$ cat config.mk
export PLATFORM = sky130hd
export DESIGN_NAME = sonar_ranger
export DESIGN_NICKNAME = d
export VERILOG_FILES = /design/src/rtl/sonar_pkg.sv /design/src/rtl/sync_2ff.sv /design/src/rtl/sonar_ranger.sv
export SDC_FILE = /design/constraint.sdc
export NUM_CORES = 1
export LEC_CHECK = 0
export ABC_AREA = 0
export ABC_CLOCK_PERIOD_IN_PS = 2700
export BUFFER_PORTS_ARGS = -buffer_cell sky130_fd_sc_hd__buf_2
export CAP_MARGIN = 20
export CORE_MARGIN = 2
export CORE_UTILIZATION = 63
export CTS_BUF_LIST = sky130_fd_sc_hd__clkbuf_4
export DETAILED_ROUTE_END_ITERATION = 7
export GPL_ROUTABILITY_DRIVEN = 0
export MAX_ROUTING_LAYER = met4
export PLACE_DENSITY = 0.82
export SLEW_MARGIN = 20
export SYNTH_ARGS = -nofsm -noshare
export SYNTH_HDL_FRONTEND = slang
export SYNTH_HIERARCHICAL = 1
export SYNTH_SLANG_ARGS = --single-unit
export TNS_END_PERCENT = 100
$ cat constraint.sdc
create_clock -name clk -period 2.7 [get_ports clk]
set_input_delay 0.675 -clock clk [delete_from_list [all_inputs] [get_ports clk]]
set_output_delay 0.675 -clock clk [all_outputs]
set_load 0.005 [all_outputs]
$ cat src/rtl/sonar_pkg.sv
// Shared types and defaults for the ultrasonic ranger: FSM state encoding,
// the timeout result code and default timing constants.
package sonar_pkg;

  typedef enum logic [2:0] {
    IDLE      = 3'd0,
    TRIG      = 3'd1,
    WAIT_ECHO = 3'd2,
    MEASURE   = 3'd3,
    DONE      = 3'd4,
    HOLDOFF   = 3'd5
  } sonar_state_e;

  localparam logic [15:0] TIMEOUT_CODE = 16'hFFFF;

  localparam int DEF_CLKS_PER_US  = 50;
  localparam int DEF_TRIG_US      = 10;
  localparam int DEF_US_PER_CM    = 58;
  localparam int DEF_ECHO_WAIT_US = 30000;
  localparam int DEF_MAX_CM       = 400;
  localparam int DEF_PERIOD_US    = 60000;

  // Bits needed to hold values 0..max_val.
  function automatic int cnt_width(input int max_val);
    return (max_val < 2) ? 1 : $clog2(max_val + 1);
  endfunction

endpackage

$ cat src/rtl/sync_2ff.sv
// Two-flop synchronizer bringing the asynchronous echo input into the clk domain.
module sync_2ff (
  input  logic clk,
  input  logic rst_n,
  input  logic d,
  output logic q
);

  logic meta;

  always_ff @(posedge clk or negedge rst_n) begin
    if (!rst_n) begin
      meta <= 1'b0;
      q    <= 1'b0;
    end else begin
      meta <= d;
      q    <= meta;
    end
  end

endmodule

$ cat src/rtl/sonar_ranger.sv
// Ultrasonic range finder: fires a trigger pulse, times the echo and reports
// whole centimetres (or a timeout code) with a one-cycle capture strobe.
module sonar_ranger
  import sonar_pkg::*;
#(
  parameter int CLKS_PER_US  = DEF_CLKS_PER_US,
  parameter int TRIG_US      = DEF_TRIG_US,
  parameter int US_PER_CM    = DEF_US_PER_CM,
  parameter int ECHO_WAIT_US = DEF_ECHO_WAIT_US,
  parameter int MAX_CM       = DEF_MAX_CM,
  parameter int PERIOD_US    = DEF_PERIOD_US
) (
  input  logic        clk,
  input  logic        rst_n,
  input  logic        en,
  input  logic        echo,
  output logic        trig,
  output logic [15:0] Dis,
  output logic        opt,
  output logic        timeout
);

  localparam int TRIG_CYC   = TRIG_US * CLKS_PER_US;
  localparam int WAIT_CYC   = ECHO_WAIT_US * CLKS_PER_US;
  localparam int CM_CYC     = US_PER_CM * CLKS_PER_US;
  localparam int PERIOD_CYC = PERIOD_US * CLKS_PER_US;
  localparam int TMR_MAX    = (TRIG_CYC > WAIT_CYC) ? TRIG_CYC : WAIT_CYC;

  localparam int TMR_W = cnt_width(TMR_MAX);
  localparam int SUB_W = cnt_width(CM_CYC);
  localparam int CM_W  = cnt_width(MAX_CM);
  localparam int PER_W = cnt_width(PERIOD_CYC);

  localparam logic [TMR_W-1:0] TRIG_LAST = TMR_W'(TRIG_CYC - 1);
  localparam logic [TMR_W-1:0] WAIT_LAST = TMR_W'(WAIT_CYC - 1);
  localparam logic [SUB_W-1:0] SUB_LAST  = SUB_W'(CM_CYC - 1);
  localparam logic [CM_W-1:0]  CM_LAST   = CM_W'(MAX_CM - 1);
  localparam logic [PER_W-1:0] PER_LAST  = PER_W'(PERIOD_CYC - 1);

  sonar_state_e     state;
  sonar_state_e     next_state;
  logic             echo_s;
  logic [TMR_W-1:0] tmr;
  logic [SUB_W-1:0] sub_cnt;
  logic [CM_W-1:0]  cm_cnt;
  logic [PER_W-1:0] per_cnt;
  logic             sub_wrap;
  logic             meas_to;
  logic             state_change;
  logic [15:0]      result_cm;

  sync_2ff u_echo_sync (
    .clk   (clk),
    .rst_n (rst_n),
    .d     (echo),
    .q     (echo_s)
  );

  assign sub_wrap     = (sub_cnt == SUB_LAST);
  assign state_change = (next_state != state);

  // The cycle that moved WAIT_ECHO into MEASURE already saw echo high, so the
  // total high time is one more than the MEASURE count: a pending wrap rounds up.
  assign result_cm = 16'(cm_cnt) + {15'd0, sub_wrap};

  always_ff @(posedge clk or negedge rst_n) begin
    if (!rst_n) begin
      state <= IDLE;
    end else begin
      state <= next_state;
    end
  end

  always_comb begin
    next_state = state;
    meas_to    = 1'b0;
    unique case (state)
      IDLE: begin
        if (en && (per_cnt == '0)) next_state = TRIG;
      end
      TRIG: begin
        if (tmr == TRIG_LAST) next_state = WAIT_ECHO;
      end
      WAIT_ECHO: begin
        if (echo_s) begin
          next_state = MEASURE;
        end else if (tmr == WAIT_LAST) begin
          next_state = DONE;
          meas_to    = 1'b1;
        end
      end
      MEASURE: begin
        if (!echo_s) begin
          next_state = DONE;
        end else if (sub_wrap && (cm_cnt == CM_LAST)) begin
          next_state = DONE;
          meas_to    = 1'b1;
        end
      end
      DONE: begin
        next_state = HOLDOFF;
      end
      HOLDOFF: begin
        if (!echo_s) next_state = IDLE;
      end
      default: begin
        next_state = IDLE;
      end
    endcase
  end

  always_comb begin
    trig = (state == TRIG);
    opt  = (state == DONE);
  end

  // Shared cycle timer for the trigger pulse and the echo-wait window.
  always_ff @(posedge clk or negedge rst_n) begin
    if (!rst_n) begin
      tmr <= '0;
    end else if (state_change) begin
      tmr <= '0;
    end else if ((state == TRIG) || (state == WAIT_ECHO)) begin
      tmr <= tmr + TMR_W'(1);
    end
  end

  // cm_cnt tops out at MAX_CM: the FSM leaves MEASURE on that wrap.
  always_ff @(posedge clk or negedge rst_n) begin
    if (!rst_n) begin
      sub_cnt <= '0;
      cm_cnt  <= '0;
    end else if (state != MEASURE) begin
      sub_cnt <= '0;
      cm_cnt  <= '0;
    end else if (echo_s) begin
      if (sub_wrap) begin
        sub_cnt <= '0;
        cm_cnt  <= cm_cnt + CM_W'(1);
      end else begin
        sub_cnt <= sub_cnt + SUB_W'(1);
      end
    end
  end

  always_ff @(posedge clk or negedge rst_n) begin
    if (!rst_n) begin
      per_cnt <= '0;
    end else if ((next_state == TRIG) && (state != TRIG)) begin
      per_cnt <= PER_LAST;
    end else if (per_cnt != '0) begin
      per_cnt <= per_cnt - PER_W'(1);
    end
  end

  // Result registers load on entry to DONE so they are valid alongside opt.
  always_ff @(posedge clk or negedge rst_n) begin
    if (!rst_n) begin
      Dis     <= 16'h0000;
      timeout <= 1'b0;
    end else if ((next_state == DONE) && (state != DONE)) begin
      Dis     <= meas_to ? TIMEOUT_CODE : result_cm;
      timeout <= meas_to;
    end
  end

endmodule

==> results.toml <==
[floorplan]
start_util_pct = 65.9
fp.dieH_um = 86.0
core_sq_um = 6420
dieArea_sq_um = 7390
rows = 29
io_pins = 23
die_w_um = 86.0

[synth]
synth_nets = 428
synth_compound_area_share_pct = 7.89
muxShareOfSynthArea_pct = 0.946
synth_top_family_by_area = "simple AND/OR/NAND/NOR gates"
yosysUniqueCellTypes = 63
synth.avg_cell_area_sq_um = 10.1
synthSimpleGateAreaFrac_pct = 27.2
synth_top_flop_cell = "dfrtp_1"
ys_ff_latch = 80
synth_fa_ha_area_share_pct = 2.07
synth_area_sq_um = 4230
synthXorXnorAreaFrac_pct = 11.1
synth-seq-area-share_pct = 47.3
ys_warn_count = 6
synth-edff-count = 0
synth_cells = 417
synth_async_sr_flop_share_pct = 100

[critical_path]
crit_type = "reg -> out"
setup.worst_path.start_class = "flop"
worstPathRequired_ps = 2030
crit_fanout = 13
r2r_cells = 10
rrSetupSlack_ps = 410
crit_path_start = "state[2]$_DFF_PN0_"
crit_path_end_kind = "output port"
rr_endpoint = "Dis[7]$_DFFE_PN0P_"
r2r-start = "sub_cnt[0]$_DFFE_PN0P_"
worstPathArrival_ps = 1690

[clock_network]
clock_sinks = 80
cts_tree = "built"
clk_latency_ps = 430
htreeDepth = 3
ctsHoldBuffers = 0
numCtsBuffers = 9
cts_resized = 0
cts-root-buf = "clkbuf_4"
clk_transition_reported_paths_ps = 110
cts_buffer_depth = 2
postCtsSetupRepairBufs = 0

[routing]
wl_um = 8170
drt_iter0_drc = 196
wire_per_inst_um = 15.8
first_pass_iters = 4
detail-route-antenna-nets = 0
vias = 3136
drc = 0
viasPerCell = 6.07

[finish]
final_core_util_pct = 70.2
final_cell_mix = "dfrtp_1, nor2_1, xor2_1"
layout-drive-gt1-share_pct = 15.0
final_common_cell = "dfrtp_1"
antenna_cells = 0
final_cells = 517
finalNetCount = 448
syn2layout_area_growth_pct = 6.56

[grt]
grtUsageTotal_pct = 24.6
grt_antenna_before_repair = 0
grt_pass1_vias = 3018
overflow = 0
grt_pass1_wl_um = 13900
grt_max_degree = 43

[timing]
tns_ps = 0
slew_headroom_pct = 64.6
fin_crit_sh_pct = 87.7
tightestPinTransition_ps = 529
slew_viol_final = 0
rsz0062_at_grt = "no"
finalHoldViolCount = 0
period_minus_slack_ps = 2370
fin_worst_skew_ps = 15.0
setup_viol_count_final = 0
max_freq_mhz = 422
worst_slack_ps = 333

[flow_run]
max_cap_violations = 0

[power]
ir_drop_mv = 0.289
p_per_area_nw_per_um2 = 478
power.total_mw = 2.15
p_leak_nw = 2.05

[hold_path]
hp-class = "in -> async"

[place]
place_inst = 503
place_ws_ps = 261
dp_hpwl_um = 5760
portBuffers = 22

[run_status]
status = "finished clean"
[synthesized netlist by cell type, drive strengths merged (3+ instances only)]
| master | number | area (sq um) |
|---|---|---|
| a2bb2oi | 7 | 61.3 |
| o31ai | 3 | 22.5 |
| nor4 | 12 | 115 |
| a21oi | 9 | 45.0 |
| nor3b | 3 | 22.5 |
| nand4 | 15 | 93.8 |
| nand2 | 32 | 123 |
| nor4b | 4 | 56.3 |
| nor2 | 56 | 210 |
| buf | 13 | 97.6 |
| nor4bb | 3 | 30.0 |
| inv | 6 | 22.5 |
| o21ai | 10 | 50.0 |
| ha | 7 | 87.6 |
| clkbuf | 7 | 26.3 |
| nand4b | 3 | 38.8 |
| nor3 | 14 | 86.3 |
| nand2b | 6 | 37.5 |
| or3 | 8 | 51.3 |
| o22a | 4 | 35.0 |
| and4 | 3 | 26.3 |
| mux2i | 4 | 40.0 |
| or2 | 4 | 25.0 |
| xor2 | 37 | 324 |
| nor2b | 3 | 18.8 |
| and3 | 9 | 56.3 |
| dfrtp | 80 | 2000 |
| xnor2 | 16 | 148 |
| nand3 | 18 | 90.1 |
[power by group]
group	switching, mW	total (mW)	leakage, nW	internal, mW
clock	0.371	0.687	0.0739	0.316
combinational	0.0874	0.149	0.908	0.0614
sequential	0.0700	1.32	1.06	1.25
[stage by stage]
step / area, sq um / hold slack (ps)
2_1_floorplan: 4230 / 331
3_3_place_gp: 4380 / 332
3_5_place_dp: 4380 / 336
4_1_cts: 4510 / 206
5_1_grt: 4510 / 236
6_report: 4510 / 192
[worst max-delay path, cell delays in order, from the launching register on]
cell	delay, ps
dfrtp_1	420
buf_4	200
or3b_1	400
inv_1	120
buf_2	130
[final cells by class]
type / count / area, sq um
Clock inverter: 1 / 30.0
Tap cell: 77 / 96.3
Sequential cell: 80 / 2000
Multi-Input combinational cell: 311 / 2080
Clock buffer: 13 / 97.6
Timing Repair Buffer: 29 / 178
Inverter: 6 / 22.5
Fill cell: 462 / 1910
[flip-flops by register name, summed over array words and instances (netlist names)]
name	flops
sub_cnt	12
Dis	11
tmr	21
state	3
per_cnt	22
u_echo_sync/q	1
cm_cnt	9
u_echo_sync/meta	1
[layer usage]
metal | GRT usage [%] | part of all wire, %
met1 | 32.5 | 45
met2 | 38.1 | 49
met3 | 3.75 | 3.7
met4 | 10.2 | 1.8
met5 | - | 0
[cells by family (layout without fill, tap and decap cells)]
family	Yosys count	after routing
xor+xnor	53	53
mux	4	4
buf+inv	26	49
compound gates	46	46
flops	80	80
fa+ha+maj	7	7
simple gates	201	201
[worst max-delay path by stage]
stage	end	slack, ps	cells past startpoint
2_1_floorplan	tmr[0]$_DFFE_PN0P_	660	7
3_3_place_gp	tmr[16]$_DFFE_PN0P_	390	8
3_5_place_dp	tmr[15]$_DFFE_PN0P_	260	8
4_1_cts	trig	340	4
5_1_grt	Dis[7]$_DFFE_PN0P_	190	10
6_report	trig	330	4
Power figures use the tool's default switching activity.
